===== src/rtl/ram16k_pkg.sv =====
// Shared types and constants for the RAM16K access arbiter.
package ram16k_pkg;

    localparam int RAM16K_ADDR_W = 14;
    localparam int RAM16K_DATA_W = 16;

    typedef enum logic [1:0] {
        IDLE   = 2'd0,
        ACCESS = 2'd1,
        RESP   = 2'd2
    } state_t;

    typedef enum logic {
        PORT_A = 1'b0,
        PORT_B = 1'b1
    } port_id_t;

    // A new request can only be taken while the RAM port is not being driven.
    function automatic logic can_accept(state_t s);
        return (s == IDLE) || (s == RESP);
    endfunction

endpackage


===== src/rtl/ram16k_arbiter_rr_arb2.sv =====
// Two-requester arbiter for the RAM16K port.
// Default: round-robin on last_grant. With RAM16K_ARB_FIXED_PRIO_EN defined,
// port A wins every tie and the last_grant input does not exist.
module rr_arb2
    import ram16k_pkg::*;
(
    input  logic [1:0] valid_i,       // {B, A}
`ifndef RAM16K_ARB_FIXED_PRIO_EN
    input  port_id_t   last_grant_i,
`endif
    input  logic       enable_i,
    output logic [1:0] grant_o        // one-hot {B, A}, zero when nothing wins
);

    // Pick at most one valid requester; nothing is granted while disabled.
    always_comb begin
        grant_o = 2'b00;
        if (enable_i) begin
            case (valid_i)
                2'b01:   grant_o = 2'b01;
                2'b10:   grant_o = 2'b10;
`ifdef RAM16K_ARB_FIXED_PRIO_EN
                2'b11:   grant_o = 2'b01;
`else
                2'b11:   grant_o = (last_grant_i == PORT_A) ? 2'b10 : 2'b01;
`endif
                default: grant_o = 2'b00;
            endcase
        end
    end

endmodule


===== src/rtl/ram16k_arbiter.sv =====
// Two-port arbiter / access sequencer for the single RAM16K word port.
// Each accepted request takes one ACCESS cycle on the RAM and answers with a
// one-cycle response pulse in the following RESP cycle; RESP may also accept
// the next request, giving one access every two cycles.
// Optional macro RAM16K_ARB_FIXED_PRIO_EN: fixed A-over-B priority instead
// of round-robin (no last_grant register is built).
module ram16k_arbiter
    import ram16k_pkg::*;
#(
    parameter int ADDR_W = RAM16K_ADDR_W,
    parameter int DATA_W = RAM16K_DATA_W
) (
    input  logic              clk,
    input  logic              rst,

    input  logic              a_req_valid,
    output logic              a_req_ready,
    input  logic              a_req_we,
    input  logic [ADDR_W-1:0] a_req_addr,
    input  logic [DATA_W-1:0] a_req_wdata,
    output logic              a_rsp_valid,
    output logic [DATA_W-1:0] a_rsp_rdata,

    input  logic              b_req_valid,
    output logic              b_req_ready,
    input  logic              b_req_we,
    input  logic [ADDR_W-1:0] b_req_addr,
    input  logic [DATA_W-1:0] b_req_wdata,
    output logic              b_rsp_valid,
    output logic [DATA_W-1:0] b_rsp_rdata,

    output logic [ADDR_W-1:0] ram_addr,
    output logic [DATA_W-1:0] ram_din,
    output logic              ram_load,
    input  logic [DATA_W-1:0] ram_dout,

    output logic              busy
);

    state_t              state_q, state_d;
    port_id_t            port_q, port_d;
    logic                we_q, we_d;
    logic [ADDR_W-1:0]   addr_q, addr_d;
    logic [DATA_W-1:0]   wdata_q, wdata_d;
    logic [DATA_W-1:0]   rdata_q, rdata_d;
`ifndef RAM16K_ARB_FIXED_PRIO_EN
    port_id_t            last_grant_q, last_grant_d;
`endif

    logic       accept_win;
    logic [1:0] grant;
    logic       accept;

    // Reset overrides the accept window so ready is never seen during reset.
    assign accept_win = can_accept(state_q) & ~rst;

    rr_arb2 u_arb (
        .valid_i      ({b_req_valid, a_req_valid}),
`ifndef RAM16K_ARB_FIXED_PRIO_EN
        .last_grant_i (last_grant_q),
`endif
        .enable_i     (accept_win),
        .grant_o      (grant)
    );

    assign accept = |grant;

    // Next-state, request latching and all block outputs.
    always_comb begin
        state_d     = state_q;
        port_d      = port_q;
        we_d        = we_q;
        addr_d      = addr_q;
        wdata_d     = wdata_q;
        rdata_d     = rdata_q;
`ifndef RAM16K_ARB_FIXED_PRIO_EN
        last_grant_d = last_grant_q;
`endif

        a_req_ready = grant[0];
        b_req_ready = grant[1];
        a_rsp_valid = 1'b0;
        b_rsp_valid = 1'b0;
        a_rsp_rdata = rdata_q;
        b_rsp_rdata = rdata_q;
        // Address and data sit on the latched request, so they hold their
        // last values whenever the RAM is not being accessed.
        ram_addr    = addr_q;
        ram_din     = wdata_q;
        ram_load    = 1'b0;
        busy        = 1'b0;

        case (state_q)
            IDLE: begin
                state_d = accept ? ACCESS : IDLE;
            end
            ACCESS: begin
                busy     = 1'b1;
                // A reset arriving mid-access must not corrupt the RAM.
                ram_load = we_q & ~rst;
                rdata_d  = ram_dout;
                state_d  = RESP;
            end
            RESP: begin
                a_rsp_valid = (port_q == PORT_A) & ~rst;
                b_rsp_valid = (port_q == PORT_B) & ~rst;
                state_d     = accept ? ACCESS : IDLE;
            end
            default: begin
                state_d = IDLE;
            end
        endcase

        if (accept) begin
            port_d  = grant[1] ? PORT_B : PORT_A;
            we_d    = grant[1] ? b_req_we    : a_req_we;
            addr_d  = grant[1] ? b_req_addr  : a_req_addr;
            wdata_d = grant[1] ? b_req_wdata : a_req_wdata;
`ifndef RAM16K_ARB_FIXED_PRIO_EN
            last_grant_d = grant[1] ? PORT_B : PORT_A;
`endif
        end
    end

    // State and latched-request registers; reset drops any in-flight access.
    always_ff @(posedge clk) begin
        if (rst) begin
            state_q      <= IDLE;
            port_q       <= PORT_A;
            we_q         <= 1'b0;
            addr_q       <= '0;
            wdata_q      <= '0;
            rdata_q      <= '0;
`ifndef RAM16K_ARB_FIXED_PRIO_EN
            last_grant_q <= PORT_B;
`endif
        end else begin
            state_q      <= state_d;
            port_q       <= port_d;
            we_q         <= we_d;
            addr_q       <= addr_d;
            wdata_q      <= wdata_d;
            rdata_q      <= rdata_d;
`ifndef RAM16K_ARB_FIXED_PRIO_EN
            last_grant_q <= last_grant_d;
`endif
        end
    end

endmodule


===== config.mk =====
export PLATFORM = sky130hd
export DESIGN_NAME = ram16k_arbiter
export DESIGN_NICKNAME = d
export VERILOG_FILES = /design/src/rtl/ram16k_pkg.sv /design/src/rtl/ram16k_arbiter_rr_arb2.sv /design/src/rtl/ram16k_arbiter.sv
export SDC_FILE = /design/constraint.sdc
export NUM_CORES = 1
export LEC_CHECK = 0
export BUFFER_PORTS_ARGS = -buffer_cell sky130_fd_sc_hd__buf_2
export CAP_MARGIN = 10
export CORE_ASPECT_RATIO = 0.9
export CORE_UTILIZATION = 40
export CTS_CLUSTER_DIAMETER = 120
export DETAILED_ROUTE_END_ITERATION = 7
export PLACE_DENSITY_LB_ADDON = 0.15
export SYNTH_ARGS = -nofsm -noshare
export SYNTH_HDL_FRONTEND = slang
export SYNTH_SLANG_ARGS = --single-unit
export TNS_END_PERCENT = 100

===== constraint.sdc =====
create_clock -name clk -period 1.2 [get_ports clk]
set_input_delay 0.06 -clock clk [delete_from_list [all_inputs] [get_ports clk]]
set_output_delay 0.06 -clock clk [all_outputs]
set_load 0.02 [all_outputs]

==> results.json, run 1 <==
{
  "clkTransAtPathRegs_ns": 0.10,
  "holdPathStages": 3,
  "crit_chain": "nor2_4 -> buf_8 -> buf_12 -> buf_12 -> nand4_1 -> a311oi_2",
  "max_freq_mhz": 742.1,
  "grt_pass1_wl_mm": 13.26,
  "drc": 0,
  "drv_slew": 0,
  "endpoint_kind": "flop",
  "clk-insertion-delay-late_ns": 0.31,
  "die_w_um": 87.11,
  "final_common_cell": "buf_2",
  "yosysSeqAreaShare_pct": 39.16,
  "required_ns": 1.43,
  "fin_crit_sh_pct": 112.3,
  "clk_path_buf_depth": 2,
  "leakage_nw": 1.780,
  "initial_core_util_pct": 41.95,
  "fin_area_um2": 4130,
  "layout_common_cells": "buf_2, dfxtp_1, a21oi_1",
  "r2r-start": "state_q[0]",
  "status": "finished with violations",
  "setup.worst_path.start": "state_q[0]",
  "worstMarginPinSlew_ns": 0.3823,
  "syn_area_um2": 2608,
  "cts_buffers": 5,
  "max_stage_delay_ns": 0.37,
  "crit_buf_inv": 3,
  "avgRoutedWirePerCell_um": 15.93,
  "slowest_stage": "dfxtp_4",
  "dr.pass1.iters": 4,
  "diodes": 0,
  "r2r_cells": 6,
  "rsz0062_at_grt": "true",
  "grt_max_degree": 32,
  "crit_top_cell": "buf_12",
  "area_delta_synth_final_pct": 58.40,
  "cts_tree": "done",
  "drt-vias-per-instance": 5.389,
  "p_comb_share_pct": 33.8,
  "ys_seq_elements": 51,
  "grt_pass1_vias": 2762,
  "yosysWarnings": 0,
  "cts-root-buf": "clkbuf_8",
  "avgSynthCellArea_um2": 8.839,
  "hp-class": "in2reg",
  "syn_nets": 377,
  "crit_arrival_ns": 1.58,
  "place_congestion": 0.7354,
  "violations": "setup timing",
  "die_height_um": 78.60,
  "grt_overflow_total": 0,
  "switching_power_w": 0.001487,
  "crit_cells": 6,
  "dieArea_um2": 6846,
  "drive_above_1_share_pct": 55.68,
  "skew_ns": 0.004187,
  "min-delay-start": "a_req_addr[8]",
  "cp-start-kind": "flop",
  "clock-sinks": 51,
  "p_clk_share_pct": 23.1,
  "synth_cell_type_count": 25,
  "io_pins": 150,
  "p_sw_share_pct": 33.78,
  "layout.nets": 539,
  "setup_viol": 36,
  "hpwlAfterDp_mm": 5.297,
  "power_frac_seq_pct": 43.1,
  "maxCapViolCount": 0,
  "ant_nets": 0,
  "worst_slack_ns": -0.1474,
  "track_usage_pct": 24.62,
  "dr.first_iter.drc_count": 135,
  "dp_slack_ns": -0.04245,
  "num_rows": 27,
  "dpl_cell_area_um2": 3358,
  "final_core_util_pct": 66.45,
  "relSlewSlack_pct": 74.51,
  "crit_family": "buffers and inverters",
  "cp_max_fo": 5,
  "core_um2": 6216,
  "cts-htree-levels": 2,
  "wirelength_mm": 8.680,
  "whs_ns": 0.02167,
  "setup.worst_path.class": "reg2reg",
  "ir_drop_mv": 0.5352,
  "hold_violations": 0,
  "powerDensity_nw_per_um2": 1066,
  "num_vias": 2937,
  "internal_power_w": 0.002915,
  "post-route-min-period_ns": 1.347,
  "port_buffers": 149,
  "post_synth_inst_count": 295,
  "antenna_found_initial": 0
}
-- power groups by stage --
| stage | logic [W] | registers, W | clock network, W |
|---|---|---|---|
| final | 0.00149 | 0.00190 | 0.00101 |
| after global routing | 0.00159 | 0.00191 | 0.00109 |
| after CTS | 0.00141 | 0.00190 | 0.00102 |
| after detailed placement | 0.00116 | 0.00193 | 0 |
| after global placement | 0.00115 | 0.00193 | 0 |
| after floorplan | 0.000645 | 0.00207 | 0 |
-- final timing paths --
| check | slack, ns | to |
|---|---|---|
| setup / recovery | -0.15 | ram_din[8] |
| hold / removal | 0.02 | ram_addr[8] |
| hold reg to reg | 0.47 | a_rsp_rdata[2] |
| setup reg to reg | -0.15 | ram_din[8] |
-- state kept, by name, summed over array words and instances, names as in the netlist --
signal,count
state_q,2
ram_din,16
a_rsp_rdata,16
we_q,1
ram_addr,14
port_q,1
last_grant_q,1
-- layer usage --
metal  vias up  routed length, um  global-route usage (%)
li1       1414                  -                       -
met1      1371               3650                   30.10
met2       141               4271                   43.23
met3        11                636                   4.627
met4         0                121                   8.033
met5         -                  0                       0
-- layout make-up --
class | instances | area [um2]
clock inverter | 2 | 12.51
timing repair buffer | 208 | 1508
sequential | 51 | 1026
clock buffer | 6 | 72.57
multi-input combinational | 188 | 1379
tap | 87 | 108.9
fill | 525 | 2086
inverter | 3 | 23.77
-- synth_stat cells --
library cell  count  share of area [%]
a21oi_1          47                9.0
and3_1            2               0.48
nor2_1            3               0.43
inv_2             2               0.29
and2_1            2               0.48
buf_6             6                2.6
buf_1             1               0.14
clkbuf_1         27                3.9
o32ai_1           1               0.34
o21ai_0           3               0.58
dfxtp_1          51                 39
o21ai_1          28                5.4
inv_1             1               0.14
or2_1             1               0.24
a311oi_2         29                 17
o211a_1           1               0.38
nand2_1          33                4.8
a211o_1           1               0.34
a311oi_1          2               0.67
buf_2             2               0.38
nand2b_1          2               0.48
buf_4            17                4.9
nand4_1          31                7.4
a221o_1           1               0.38
nor2_4            1               0.43
-- worst reg2reg max path: cells and delay by family, from the launching register on --
kind	cells	cell delay (ns)
flip-flops	1	0.37
AND/OR/NAND/NOR	2	0.23
AO/OA/AOI/OAI	1	0.28
buffers and inverters	3	0.38
-- what timing repair did --
item | in CTS | in global routing
setup buffers | 10 | 4
endpoints found under the setup margin | 33 | 38
hold buffers | 16 | 0
pin swaps | 30 | 16
endpoints found under the hold margin | 16 | 0
gates cloned | 4 | 2
gates resized for setup | 54 | 18
-- cells by family after synthesis --
logic type      after synthesis  share of synthesized area [%]
simple gates                 75                          14.73
buf+inv                      56                          12.33
flops                        51                          39.16
compound gates              113                          33.78
-- stage by stage --
stage,instances,TNS (ns),power (W)
after floorplan,295,0,0.002720
after global placement,502,0,0.003080
after detailed placement,502,-0.3944,0.003093
after CTS,540,-3.240,0.004324
after global routing,545,-5.273,0.004597
final,545,-3.676,0.004403
Note: power is estimated with default switching activity, not from simulation.
==> run 2, diff against run 1 <==
--- a/config.mk
+++ b/config.mk
@@ -8,10 +8,11 @@
 export BUFFER_PORTS_ARGS = -buffer_cell sky130_fd_sc_hd__buf_2
 export CAP_MARGIN = 10
 export CORE_ASPECT_RATIO = 0.9
-export CORE_UTILIZATION = 40
+export CORE_UTILIZATION = 44
 export CTS_CLUSTER_DIAMETER = 120
 export DETAILED_ROUTE_END_ITERATION = 7
 export PLACE_DENSITY_LB_ADDON = 0.15
+export SETUP_SLACK_MARGIN = 0.4
 export SYNTH_ARGS = -nofsm -noshare
 export SYNTH_HDL_FRONTEND = slang
 export SYNTH_SLANG_ARGS = --single-unit
==> constraint.sdc (replaced) <==
create_clock -name clk -period 1.5 [get_ports clk]
set_input_delay 0.075 -clock clk [delete_from_list [all_inputs] [get_ports clk]]
set_output_delay 0.075 -clock clk [all_outputs]
set_load 0.02 [all_outputs]
==> results.json, run 2 (synthesis gave the netlist of run 1 again) <==
{
  "wirelength_mm": 8.501,
  "whs_ns": 0.004106,
  "internal_power_w": 0.002430,
  "drc": 0,
  "antenna_found_initial": 0,
  "crit_buf_inv": 3,
  "num_rows": 26,
  "crit_top_cell": "buf_4",
  "initial_core_util_pct": 45.80,
  "status": "completed",
  "hold_violations": 0,
  "max_stage_delay_ns": 0.40,
  "dieArea_um2": 6238,
  "rsz0062_at_grt": "true",
  "powerDensity_nw_per_um2": 889.5,
  "num_vias": 2904,
  "cts_tree": "done",
  "relSlewSlack_pct": 70.84,
  "drt-vias-per-instance": 5.683,
  "hpwlAfterDp_mm": 4.978,
  "worst_slack_ns": 0.1003,
  "layout_common_cells": "buf_2, dfxtp_1, a21oi_1",
  "clk_path_buf_depth": 2,
  "crit_arrival_ns": 1.61,
  "grt_max_degree": 33,
  "ff2ff_setup_slack_ns": 0.10,
  "grt_pass1_wl_mm": 12.64,
  "area_delta_synth_final_pct": 54.03,
  "p_clk_share_pct": 24.2,
  "max_freq_mhz": 714.4,
  "crit_family": "flip-flops",
  "fin_crit_sh_pct": 93.31,
  "core_um2": 5693,
  "drive_above_1_share_pct": 58.96,
  "dr.pass1.iters": 4,
  "die_height_um": 75.03,
  "power_frac_seq_pct": 42.5,
  "ir_drop_mv": 0.5159,
  "setup.worst_path.class": "reg2reg",
  "cp-start-kind": "flop",
  "diodes": 0,
  "skew_ns": 0.004341,
  "hp-class": "in2reg",
  "endpoint_kind": "flop",
  "p_comb_share_pct": 33.3,
  "dp_slack_ns": 0.1183,
  "slowest_stage": "dfxtp_4",
  "maxCapViolCount": 0,
  "dr.first_iter.drc_count": 77,
  "track_usage_pct": 25.57,
  "layout.nets": 522,
  "avgRoutedWirePerCell_um": 16.64,
  "finalSetupTns_ns": 0,
  "cts_buffers": 5,
  "clk-insertion-delay-late_ns": 0.30,
  "post-route-min-period_ns": 1.400,
  "clkTransAtPathRegs_ns": 0.09,
  "p_sw_share_pct": 32.00,
  "grt_pass1_vias": 2614,
  "required_ns": 1.71,
  "io_pins": 150,
  "switching_power_w": 0.001143,
  "drv_slew": 0,
  "port_buffers": 149,
  "die_w_um": 83.15,
  "worstMarginPinSlew_ns": 0.4374,
  "grt_overflow_total": 0,
  "crit_chain": "nor2_4 -> buf_4 -> buf_4 -> and2_4 -> buf_12 -> a311oi_2",
  "place_congestion": 0.7512,
  "ant_nets": 0,
  "cp_max_fo": 5,
  "cts-htree-levels": 2,
  "final_common_cell": "buf_2",
  "clock-sinks": 51,
  "setup_viol": 0,
  "cts-root-buf": "clkbuf_8",
  "leakage_nw": 1.761
}
==> run 2: metal layers <==
| metal | vias to the layer above | GRT usage (%) | wire, um | part of all wire (%) |
|---|---|---|---|---|
| met5 | - | 0 | 0 | 0 |
| met4 | 0 | 9.770 | 200 | 2.4 |
| met3 | 26 | 5.811 | 532 | 6.3 |
| met2 | 144 | 44.54 | 4268 | 50 |
| met1 | 1353 | 31.53 | 3499 | 41 |
| li1 | 1381 | - | - | - |
==> run 2: layout make-up <==
type                       count  area, um2
tap                           70      87.58
fill                         451       1677
timing repair buffer         190       1399
sequential                    51       1026
multi-input combinational    189       1390
clock buffer                   8      100.1
inverter                       3      13.76
==> run 2: repair_timing <==
item,CTS,global route
pin swaps,12,34
gates resized for setup,47,18
setup buffers,18,0
cloned,6,3
hold buffers,0,0
setup endpoints to repair,39,55
==> run 2: power by group through the flow <==
stage          clock network [W]  registers [W]  logic, W
3_3_place_gp                   0        0.00155  0.000875
6_report                0.000864        0.00152   0.00119
4_1_cts                 0.000874        0.00151   0.00112
5_1_grt                 0.000935        0.00153   0.00127
2_1_floorplan                  0        0.00166  0.000528
3_5_place_dp                   0        0.00155  0.000886
==> run 2: tightest hold or removal path, delay by kind of cell <==
kind | cells | cell delay (ns)
AO/OA/AOI/OAI | 1 | 0.05
AND/OR/NAND/NOR | 1 | 0.04
buffers and inverters | 1 | 0.09
==> run 2: worst paths after layout <==
check	from	end	depth (start not counted)
worst max register to register	state_q[0]	ram_din[6]	6
worst max-delay path	state_q[0]	ram_din[6]	6
worst min-delay path	ram_dout[5]	a_rsp_rdata[5]	3
worst min register to register	a_rsp_rdata[12]	a_rsp_rdata[12]	2
==> run 2: through the flow <==
step           util, %  total power [W]  area (um2)  cells
2_1_floorplan        -         0.002188        2670    295
3_3_place_gp     57.03         0.002420        3247    476
3_5_place_dp     57.03         0.002432        3247    476
4_1_cts          67.91         0.003512        3866    508
5_1_grt          70.55         0.003731        4016    511
6_report         70.55         0.003573        4016    511
